## config.mk

```make
export PLATFORM = sky130hd
export DESIGN_NAME = block_move_multi
export DESIGN_NICKNAME = d
export VERILOG_FILES = /design/src/rtl/block_move_pkg.sv /design/src/rtl/block_mover.sv /design/src/rtl/block_move_multi.sv
export SDC_FILE = /design/constraint.sdc
export NUM_CORES = 1
export LEC_CHECK = 0
export ABC_AREA = 1
export CAP_MARGIN = 20
export CORE_MARGIN = 2
export CORE_UTILIZATION = 25
export CTS_BUF_LIST = sky130_fd_sc_hd__clkbuf_8
export CTS_CLUSTER_DIAMETER = 80
export DETAILED_ROUTE_END_ITERATION = 16
export PLACE_DENSITY_LB_ADDON = 0.08
export SYNTH_ARGS = -nofsm -noshare
export SYNTH_HDL_FRONTEND = slang
export SYNTH_HIERARCHICAL = 1
export SYNTH_SLANG_ARGS = --single-unit
```

## constraint.sdc

```tcl
create_clock -name pixel_clk -period 5.54 [get_ports pixel_clk]
set_input_delay 1.662 -clock pixel_clk [delete_from_list [all_inputs] [get_ports pixel_clk]]
set_output_delay 1.662 -clock pixel_clk [all_outputs]
set_load 0.02 [all_outputs]
```

## src/rtl/block_move_pkg.sv

```systemverilog
// Shared types, colours and helpers for the bouncing-square pattern generator.
//   COORD_W / POS_W : pixel coordinate width and signed candidate width
//   blk_pos_t       : top-left corner of one square
//   axis_t          : result of stepping one axis of one square
//   palette()       : colour of square i
//   axis_step()     : bounce/wrap arithmetic for a single axis
package block_move_pkg;

  localparam int unsigned COORD_W = 11;
  localparam int unsigned POS_W   = 12;
  localparam int unsigned COLOR_W = 24;
  localparam int unsigned DIV_W   = 8;

  localparam logic [COLOR_W-1:0] BG_COLOR     = 24'hFFFFFF;
  localparam logic [COLOR_W-1:0] BORDER_COLOR = 24'h0000FF;

  localparam logic MODE_BOUNCE = 1'b0;
  localparam logic MODE_WRAP   = 1'b1;

  // Direction bit: positive means right (x) or down (y).
  localparam logic DIR_NEG = 1'b0;
  localparam logic DIR_POS = 1'b1;

  typedef struct packed {
    logic [COORD_W-1:0] x;
    logic [COORD_W-1:0] y;
  } blk_pos_t;

  typedef struct packed {
    logic [COORD_W-1:0] pos;
    logic               dir;
    logic               hit;
  } axis_t;

  function automatic logic [COLOR_W-1:0] palette(input logic [2:0] idx);
    logic [COLOR_W-1:0] c;
    case (idx)
      3'd0:    c = 24'hFF0000;  // red
      3'd1:    c = 24'h00FF00;  // green
      3'd2:    c = 24'hFFFF00;  // yellow
      3'd3:    c = 24'hFF00FF;  // magenta
      3'd4:    c = 24'h00FFFF;  // cyan
      3'd5:    c = 24'hFFA500;  // orange
      3'd6:    c = 24'h000000;  // black
      default: c = 24'h808080;  // grey
    endcase
    return c;
  endfunction

  // One axis step: candidate is formed signed so a step below zero compares correctly.
  function automatic axis_t axis_step(input logic [COORD_W-1:0] pos,
                                      input logic               dir,
                                      input logic [POS_W-1:0]   s,
                                      input logic [POS_W-1:0]   lo,
                                      input logic [POS_W-1:0]   hi,
                                      input logic               mode);
    axis_t               r;
    logic signed [POS_W-1:0] cand;
    cand  = dir ? ($signed({1'b0, pos}) + $signed(s))
                : ($signed({1'b0, pos}) - $signed(s));
    r.pos = pos;
    r.dir = dir;
    r.hit = 1'b0;
    if (cand > $signed(hi)) begin
      r.hit = 1'b1;
      if (mode == MODE_WRAP) begin
        r.pos = COORD_W'(lo);
      end else begin
        r.pos = COORD_W'(hi);
        r.dir = DIR_NEG;
      end
    end else if (cand < $signed(lo)) begin
      r.hit = 1'b1;
      if (mode == MODE_WRAP) begin
        r.pos = COORD_W'(hi);
      end else begin
        r.pos = COORD_W'(lo);
        r.dir = DIR_POS;
      end
    end else begin
      r.pos = COORD_W'(cand);
    end
    return r;
  endfunction

endpackage

```

## src/rtl/block_mover.sv

```systemverilog
// Position and direction state of one square.
//   clk_i, rst_i : pixel clock, synchronous active-high reset
//   update_i     : apply one movement step this cycle (already gated by pause)
//   mode_i       : MODE_BOUNCE / MODE_WRAP
//   pos_o        : registered top-left corner
//   hit_c_o      : combinational, this update reflected or wrapped an axis
module block_mover
  import block_move_pkg::*;
#(
  parameter int unsigned IDX     = 0,
  parameter int unsigned H_DISP  = 1280,
  parameter int unsigned V_DISP  = 720,
  parameter int unsigned BORDER  = 20,
  parameter int unsigned BLOCK_W = 40,
  parameter int unsigned STEP    = 1
) (
  input  logic     clk_i,
  input  logic     rst_i,
  input  logic     update_i,
  input  logic     mode_i,
  output blk_pos_t pos_o,
  output logic     hit_c_o
);

  localparam logic [POS_W-1:0]   STEP_S = POS_W'(STEP + IDX);
  localparam logic [POS_W-1:0]   XL     = POS_W'(BORDER);
  localparam logic [POS_W-1:0]   XR     = POS_W'(H_DISP - BORDER - BLOCK_W);
  localparam logic [POS_W-1:0]   YT     = POS_W'(BORDER);
  localparam logic [POS_W-1:0]   YB     = POS_W'(V_DISP - BORDER - BLOCK_W);
  localparam logic [COORD_W-1:0] X_RST  = COORD_W'(BORDER + 2 * IDX * BLOCK_W);
  localparam logic [COORD_W-1:0] Y_RST  = COORD_W'(BORDER + IDX * BLOCK_W);
  // Even squares start moving right, odd ones left; all start moving down.
  localparam logic               DX_RST = (IDX % 2 == 0) ? DIR_POS : DIR_NEG;

  logic [COORD_W-1:0] x_q, x_d, y_q, y_d;
  logic               dx_q, dx_d, dy_q, dy_d;
  axis_t              ax_c, ay_c;

  // Next-state: both axes are stepped independently, so corner hits fix both at once.
  always_comb begin
    ax_c    = axis_step(x_q, dx_q, STEP_S, XL, XR, mode_i);
    ay_c    = axis_step(y_q, dy_q, STEP_S, YT, YB, mode_i);
    x_d     = x_q;
    y_d     = y_q;
    dx_d    = dx_q;
    dy_d    = dy_q;
    hit_c_o = 1'b0;
    if (update_i) begin
      x_d     = ax_c.pos;
      y_d     = ay_c.pos;
      dx_d    = ax_c.dir;
      dy_d    = ay_c.dir;
      hit_c_o = ax_c.hit | ay_c.hit;
    end
  end

  always_ff @(posedge clk_i) begin
    if (rst_i) begin
      x_q  <= X_RST;
      y_q  <= Y_RST;
      dx_q <= DX_RST;
      dy_q <= DIR_POS;
    end else begin
      x_q  <= x_d;
      y_q  <= y_d;
      dx_q <= dx_d;
      dy_q <= dy_d;
    end
  end

  assign pos_o.x = x_q;
  assign pos_o.y = y_q;

endmodule

```

## src/rtl/block_move_multi.sv

```systemverilog
// Multi-square bouncing pattern generator for the pixel clock domain.
//   pixel_clk, sys_rst       : clock, synchronous active-high reset
//   mode, pause              : bounce/wrap select and freeze, sampled at update
//   pixel_xpos, pixel_ypos   : coordinate being rendered
//   pixel_data               : RGB888 for the coordinate of the previous cycle
//   edge_hit                 : one-cycle pulse after an update that hit an edge
module block_move_multi
  import block_move_pkg::*;
#(
  parameter int unsigned H_DISP    = 1280,
  parameter int unsigned V_DISP    = 720,
  parameter int unsigned BORDER    = 20,
  parameter int unsigned BLOCK_W   = 40,
  parameter int unsigned N_BLK     = 4,
  parameter int unsigned STEP      = 1,
  parameter int unsigned SPEED_DIV = 1
) (
  input  logic               pixel_clk,
  input  logic               sys_rst,
  input  logic               mode,
  input  logic               pause,
  input  logic [COORD_W-1:0] pixel_xpos,
  input  logic [COORD_W-1:0] pixel_ypos,
  output logic [COLOR_W-1:0] pixel_data,
  output logic               edge_hit
);

  localparam logic [DIV_W-1:0]   DIV_LAST = DIV_W'(SPEED_DIV - 1);
  localparam logic [COORD_W-1:0] X_LAST   = COORD_W'(H_DISP - 1);
  localparam logic [COORD_W-1:0] Y_LAST   = COORD_W'(V_DISP - 1);

  logic [DIV_W-1:0]   div_q, div_d;
  logic [COLOR_W-1:0] pixel_data_q, pixel_data_d;
  logic               edge_hit_q, edge_hit_d;
  logic               tick_c, update_c;
  logic [N_BLK-1:0]   hit_c, cover_c;
  blk_pos_t           pos_w [N_BLK];
  logic               out_c, border_c;

  // Frame divider: the tick is the last active pixel, so moves never tear a frame.
  always_comb begin
    tick_c   = (pixel_xpos == X_LAST) && (pixel_ypos == Y_LAST);
    update_c = tick_c && (div_q == DIV_LAST);
    div_d    = div_q;
    if (update_c) begin
      div_d = '0;
    end else if (tick_c) begin
      div_d = div_q + DIV_W'(1);
    end
  end

  for (genvar g = 0; g < N_BLK; g++) begin : gen_blk
    block_mover #(
      .IDX     (g),
      .H_DISP  (H_DISP),
      .V_DISP  (V_DISP),
      .BORDER  (BORDER),
      .BLOCK_W (BLOCK_W),
      .STEP    (STEP)
    ) u_mover (
      .clk_i    (pixel_clk),
      .rst_i    (sys_rst),
      .update_i (update_c & ~pause),
      .mode_i   (mode),
      .pos_o    (pos_w[g]),
      .hit_c_o  (hit_c[g])
    );

    // Square coverage in 12 bits so x+BLOCK_W cannot overflow.
    assign cover_c[g] =
      ({1'b0, pixel_xpos} >= {1'b0, pos_w[g].x}) &&
      ({1'b0, pixel_xpos} <  ({1'b0, pos_w[g].x} + POS_W'(BLOCK_W))) &&
      ({1'b0, pixel_ypos} >= {1'b0, pos_w[g].y}) &&
      ({1'b0, pixel_ypos} <  ({1'b0, pos_w[g].y} + POS_W'(BLOCK_W)));
  end

  // Colour priority: blanking, border, lowest-index square, background.
  always_comb begin
    out_c    = (pixel_xpos >= COORD_W'(H_DISP)) || (pixel_ypos >= COORD_W'(V_DISP));
    border_c = (pixel_xpos <  COORD_W'(BORDER)) ||
               (pixel_xpos >= COORD_W'(H_DISP - BORDER)) ||
               (pixel_ypos <  COORD_W'(BORDER)) ||
               (pixel_ypos >= COORD_W'(V_DISP - BORDER));
    pixel_data_d = BG_COLOR;
    if (!out_c) begin
      if (border_c) begin
        pixel_data_d = BORDER_COLOR;
      end else begin
        // Descending scan so the lowest covering index is assigned last.
        for (int i = int'(N_BLK) - 1; i >= 0; i--) begin
          if (cover_c[i]) begin
            pixel_data_d = palette(3'(i));
          end
        end
      end
    end
    edge_hit_d = |hit_c;
  end

  always_ff @(posedge pixel_clk) begin
    if (sys_rst) begin
      div_q        <= '0;
      pixel_data_q <= '0;
      edge_hit_q   <= 1'b0;
    end else begin
      div_q        <= div_d;
      pixel_data_q <= pixel_data_d;
      edge_hit_q   <= edge_hit_d;
    end
  end

  assign pixel_data = pixel_data_q;
  assign edge_hit   = edge_hit_q;

endmodule

```

Word-level counts from Yosys, hierarchy flattened
Index checks and enable logic that the tools add are counted.

storage, ports and cells
  bits in registers = 129
  bits of input ports = 26
  output and inout bits = 25
  logic and storage cells = 191

cells by class
  add/subtract/negate cells = 25
  order comparisons = 38
  eq/ne operators = 18
  mux-type cells = 48
  bitwise operators = 6
  reductions and logical operators = 37

operators by type and width
  operator               count
  $mux 24                5
  $mux 11                10
  $mux 13                8
  $add 11x6->12 const B  8
  $lt 11x12->1           8
  $lt 12x6->1 const B    8
  $mux 12                8
  $ge 11x11->1           8
  $add 11x2->12 const B  4
  $gt 12x11->1 const B   4
  $gt 12x12->1 const B   4
  $sub 11x2->12 const B  4
  $ne 2x2->1 const B     16
  $reduce_and 4->1       8
  $add 11x1->12 const B  2
  $add 11x3->12 const B  2
  $sub 11x1->12 const B  2
  $sub 11x3->12 const B  2
  $ge 11x10->1 const B   2
  $ge 11x11->1 const B   2
  $lt 11x5->1 const B    2
  $mux 10                2
  $mux 16                1
  $mux 2                 8
  other kinds (13)       44

Longest topological paths before layout
  word-level depth = 11
  depth in mapped cells = 20
  depth with buffers taken out = 20

Hierarchy
Netlist, hierarchy kept.

by module, submodules not included
  module                             instances  cells an instance  area each (um^2)  sequential area each (um^2)
  block_move_multi                   1          981                6,055.8           240.2
  block_mover at gen_blk[2].u_mover  1          420                2,498.6           480.5
  block_mover at gen_blk[0].u_mover  1          406                2,477.4           480.5
  block_mover at gen_blk[1].u_mover  1          382                2,290.9           440.4
  block_mover at gen_blk[3].u_mover  1          340                2,073.2           400.4

Worst setup path after synthesis
No wires, ideal clock.

  path kind = input -> register
  start point = in pixel_ypos[5]
  end point = reg gen_blk[0].u_mover.x_q[5]
  library setup time = 0.070 ns
  arrival = 3.835 ns
  required time = 5.470 ns
  path slack = 1.635 ns
  stages = 10
  path buffers = 1
  cells stage by stage = or2_1 -> nor4_1 -> and2_4 -> nand4_1 -> nor2_1 -> clkinv_1 -> clkbuf_1 -> nor2_1 -> nand3_1 -> a21oi_1

between the ends
  word-level cells in the longest chain between the ends = 4

RTL lines
  what                  line                    text
  start, declared       block_move_multi.sv:23  input logic [COORD_W-1:0] pixel_ypos,
  $eq 11x10->1          block_move_multi.sv:42  tick_c = (pixel_xpos == X_LAST) && (pixel_ypos == Y_LAST);
  $logic_and 1x1->1     block_move_multi.sv:42
  $logic_and 1x1->1     block_move_multi.sv:43  update_c = tick_c && (div_q == DIV_LAST);
  $and 1x1->1           block_move_multi.sv:63  .update_i (update_c & ~pause),
  end signal, assigned  block_mover.sv:59       x_q <= X_RST;
  end signal, assigned  block_mover.sv:64       x_q <= x_d;
  end, declared         block_mover.sv:35       logic [COORD_W-1:0] x_q, x_d, y_q, y_d;

No other way between the ends.
A chain may end at the register's enable or synchronous reset.

Worst setup path after layout
  start point = in pixel_xpos[9]
  end point = reg gen_blk[0].u_mover.y_q[6]

between the ends
  word-level cells in the longest chain between the ends = 4

RTL lines
  what                  line                    text
  start, declared       block_move_multi.sv:22  input logic [COORD_W-1:0] pixel_xpos,
  $eq 11x11->1          block_move_multi.sv:42
  $logic_and 1x1->1     block_move_multi.sv:42
  $logic_and 1x1->1     block_move_multi.sv:43
  $and 1x1->1           block_move_multi.sv:63
  end signal, assigned  block_mover.sv:65       y_q <= y_d;
  end, declared         block_mover.sv:35

No other way between the ends.

==> run_results.csv <==
group,metric,value,unit
power_and_ir_drop,power.ir.vdd_worst,0.0898,mV
worst_setup_path,cp_cell_sequence,"clkdlybuf4s50_1 -> nor2_2 -> nand3_1 -> nor3b_1 -> and2_4 -> nand4_1 -> nor2_4 -> clkinv_1 -> buf_4 -> nor2_1 -> nand3_1 -> a21oi_1",
global_route,grt_usage,0.164,
global_route,antenna_found_initial,1,
timing,tightestPinTransition,1.08,ns
clock_network,cts_hold_buffers,0,
worst_setup_path,cp.arrival,4.92,ns
worst_setup_path,r2r-start,"gen_blk[0].u_mover/dy_q",
place,gp_congestion,0.820,
final_layout,area_growth,10.5,%
clock_network,root_buffer,"clkbuf_8",
final_layout,final_cells,3365,
worst_setup_path,path_buf_inv,3,
die,die-area,63600,sq um
logic_synthesis,ys_types,52,
timing,report.final.slew_viol_count,0,
timing,hold_violations,0,
clock_network,cts_tree,"done",
worst_hold_path,hold_depth,2,
drt,drc,0,
flow_run,drv_cap,0,
clock_network,cts.sinks,102,
drt,routed-via-count,15300,
clock_network,clk_latency,0.45,ns
timing,period_share,0.824,
die,rows,90,
logic_synthesis,muxShareOfSynthArea,0,
logic_synthesis,synth_area_leaders,"ha_1 (20%), nand2_1 (18%), dfxtp_1 (13%), inv_1 (9.6%), nand3_1 (7.1%)",
worst_setup_path,crit_type,"input pin to register",
timing,rsz0062_at_grt,"false",
timing,fin_crit,4.56,ns
drt,drt_first_pass_iters,7,
place,place_hpwl,42600,um
place,place_inst,3348,
drt,routedWlPerCell,15.2,um
worst_setup_path,critical_path_peak_fanout,13,
power_and_ir_drop,switchingPower,0.545,mW
global_route,grt_pass1_wl,81600,um
timing,slew_headroom,0.281,
clock_network,cts_max_level,3,
clock_network,cts-resized-gates,0,
logic_synthesis,synth_compound_area_frac,0.0940,
worst_setup_path,path_common_cell,"nand3_1",
worst_setup_path,r2r-end,"edge_hit",
logic_synthesis,synth_seq_area_share,0.133,
timing,setup_viol,0,
logic_synthesis,synthAdderAreaFrac,0.209,
logic_synthesis,synth-simple-area-share,0.401,
die,initial_core_util,0.254,
logic_synthesis,synth_top_family_by_area,"simple AND/OR/NAND/NOR gates",
final_layout,final_core_util,0.281,
worst_hold_path,worst_hold_path.endpoint,"gen_blk[2].u_mover/y_q[10]",
die,io_pins,51,
power_and_ir_drop,p_int,1.03,mW
final_layout,layout.nets,2855,
power_and_ir_drop,power_density,92.6,nW/um^2
logic_synthesis,synth_edf_count,0,
die,die-height,252,um
drt,vias_per_cell,4.53,
power_and_ir_drop,leakagePower,8.79,nW
worst_setup_path,worst_setup_path_start_kind,"input pin",
worst_setup_path,cpPeakStageDelay,0.47,ns
timing,layout_setup_ws,0.978,ns
die,die_w,252,um
logic_synthesis,syn_area,15400,sq um
clock_network,cts_buffers,9,
logic_synthesis,synth_xor_area_frac,0.0425,
clock_network,clk_pin_slew,0.12,ns
power_and_ir_drop,p_seq_frac,0.468,
global_route,grt_overflow,0,
logic_synthesis,syn_area_per_cell,6.09,sq um
timing,tns,0,ns
global_route,grt_start_max_net_pins,42,
logic_synthesis,async_reset_ff_frac,0,
clock_network,clockBufferDepth,2,
clock_network,cts_setup_buffers,0,
final_layout,drive_gt1_frac,0.0790,
logic_synthesis,ys_warn_count,6,
power_and_ir_drop,switching_share,0.346,
die,core-area,60600,sq um
logic_synthesis,yosys.area.top_type_share,0.198,
power_and_ir_drop,report.power.total,1.58,mW
worst_setup_path,required,5.90,ns
worst_setup_path,slowest_stage,"clkinv_1",
global_route,grt_pass1_vias,14700,
drt,routed_wl,51100,um
logic_synthesis,ys_ff_latch,102,
power_and_ir_drop,clkPwrFrac,0.326,
worst_setup_path,r2r_cells,16,
worst_hold_path,worstHoldPathType,"register to register",
timing,fmax,0.219,GHz
drt,first_iter_violations,717,
logic_synthesis,ys.flop_type,"dfxtp_1",
worst_hold_path,hold_start,"gen_blk[2].u_mover/y_q[10]",
timing,clock_skew,0.0325,ns
worst_setup_path,reg2reg_setup_slack,2.33,ns
logic_synthesis,synth_cells,2529,
worst_setup_path,cp_top_family,"simple AND/OR/NAND/NOR gates",
drt,antenna_left,0,
place,pre_cts_slack,0.587,ns
worst_setup_path,endpoint_kind,"register",
run_status,status,"finished, final reports clean",
place,portBuffers,50,
power_and_ir_drop,p_comb_frac,0.206,
logic_synthesis,synth_top_cell_by_area,"ha_1",
-- registers in the layout, indices dropped and copies added, names as in the netlist --
name	flops
div_q	8
edge_hit	1
gen_blk.u_mover/dx_q	4
gen_blk.u_mover/dy_q	4
gen_blk.u_mover/x_q	41
gen_blk.u_mover/y_q	41
pixel_data	3
-- placed cells by master, fill, tap and decap left out, types with 9 or more instances in the layout --
cell type,synthesis,final
nand2_1,739,739
inv_1,393,394
ha_1,244,244
nand3_1,217,217
nor2_1,208,207
a21oi_1,142,142
dfxtp_1,102,102
xor2_1,56,56
o21ai_0,49,49
nand2_2,49,49
clkdlybuf4s50_1,0,49
nand4_1,46,46
buf_4,28,28
nor2_2,26,26
nor3_1,23,23
inv_2,21,21
nand3_2,18,18
nand3b_1,16,16
o21ai_1,16,16
o21bai_1,11,11
xnor2_1,10,10
a21oi_2,9,9
clkbuf_8,1,9
-- Yosys cell counts, drive strengths merged (8+ instances only) --
cell type and count:
xor2 60, inv 414, nand3b 16, a21oi 154, nand3 236, buf 32
nand2 796, o21ai 70, o21bai 11, nor3 26, nor2 239, fa 8
clkbuf 14, dfxtp 102, nor4 8, ha 244, nand4 47, xnor2 10
-- power groups by stage --
stage	Sequential [mW]	Combinational (mW)	Clock (mW)
4_1_cts	0.738	0.332	0.546
3_3_place_gp	0.754	0.328	0
5_1_grt	0.739	0.369	0.564
6_report	0.738	0.324	0.514
3_5_place_dp	0.755	0.331	0
2_1_floorplan	0.756	0.185	0
-- worst max-delay path by stage --
stage | startpoint | end | slack, ns | cells after the start
finish | pixel_xpos[9] | gen_blk[0].u_mover/y_q[6] | 0.98 | 12
global route | pixel_xpos[9] | gen_blk[0].u_mover/y_q[6] | 0.79 | 12
floorplan | pixel_ypos[5] | gen_blk[0].u_mover/x_q[5] | 1.63 | 10
CTS | pixel_xpos[9] | gen_blk[0].u_mover/y_q[6] | 1.03 | 12
global placement | pixel_xpos[9] | gen_blk[0].u_mover/y_q[8] | 0.65 | 12
detailed placement | pixel_xpos[9] | gen_blk[0].u_mover/y_q[6] | 0.59 | 12
-- layer usage --
metal	vias up	wire length [um]	GRT usage
met2	176	23100	0.274
li1	8178	-	-
met4	0	962	0.0404
met5	-	0	0
met3	34	1280	0.0184
met1	6867	25700	0.223
-- logic make-up after synthesis --
logic type,count (synthesis)
adder cells (fa/ha/maj),252
AND/OR/NAND/NOR,1383
XOR/XNOR,70
AO/OA/AOI/OAI,256
other,2
buffers and inverters,464
flip-flops,102
-- layout make-up --
| type | count | area, sq um |
|---|---|---|
| sequential | 102 | 2040 |
| timing repair buffer | 79 | 726 |
| antenna | 1 | 2.50 |
| clock buffer | 9 | 124 |
| tap | 782 | 978 |
| inverter | 418 | 1570 |
| fill | 6796 | 43600 |
| clock inverter | 7 | 63.8 |
| multi-input combinational | 1967 | 11500 |
-- metrics by stage --
step	instance area (sq um)	hold slack, ns
after floorplan	15400	0.436
after global placement	16800	0.461
after detailed placement	16800	0.476
after CTS	17000	0.494
after global routing	17000	0.497
final	17000	0.491
-- worst register-to-register path: cells and delay by family (launching register included) --
| family | cells | cell delay [ns] |
|---|---|---|
| simple gates | 11 | 1.29 |
| compound gates | 1 | 0.25 |
| buf+inv | 2 | 0.34 |
| fa+ha+maj | 1 | 0.49 |
| flops | 1 | 0.51 |
| xor+xnor | 1 | 0.22 |
Power figures use the tool's default switching activity.
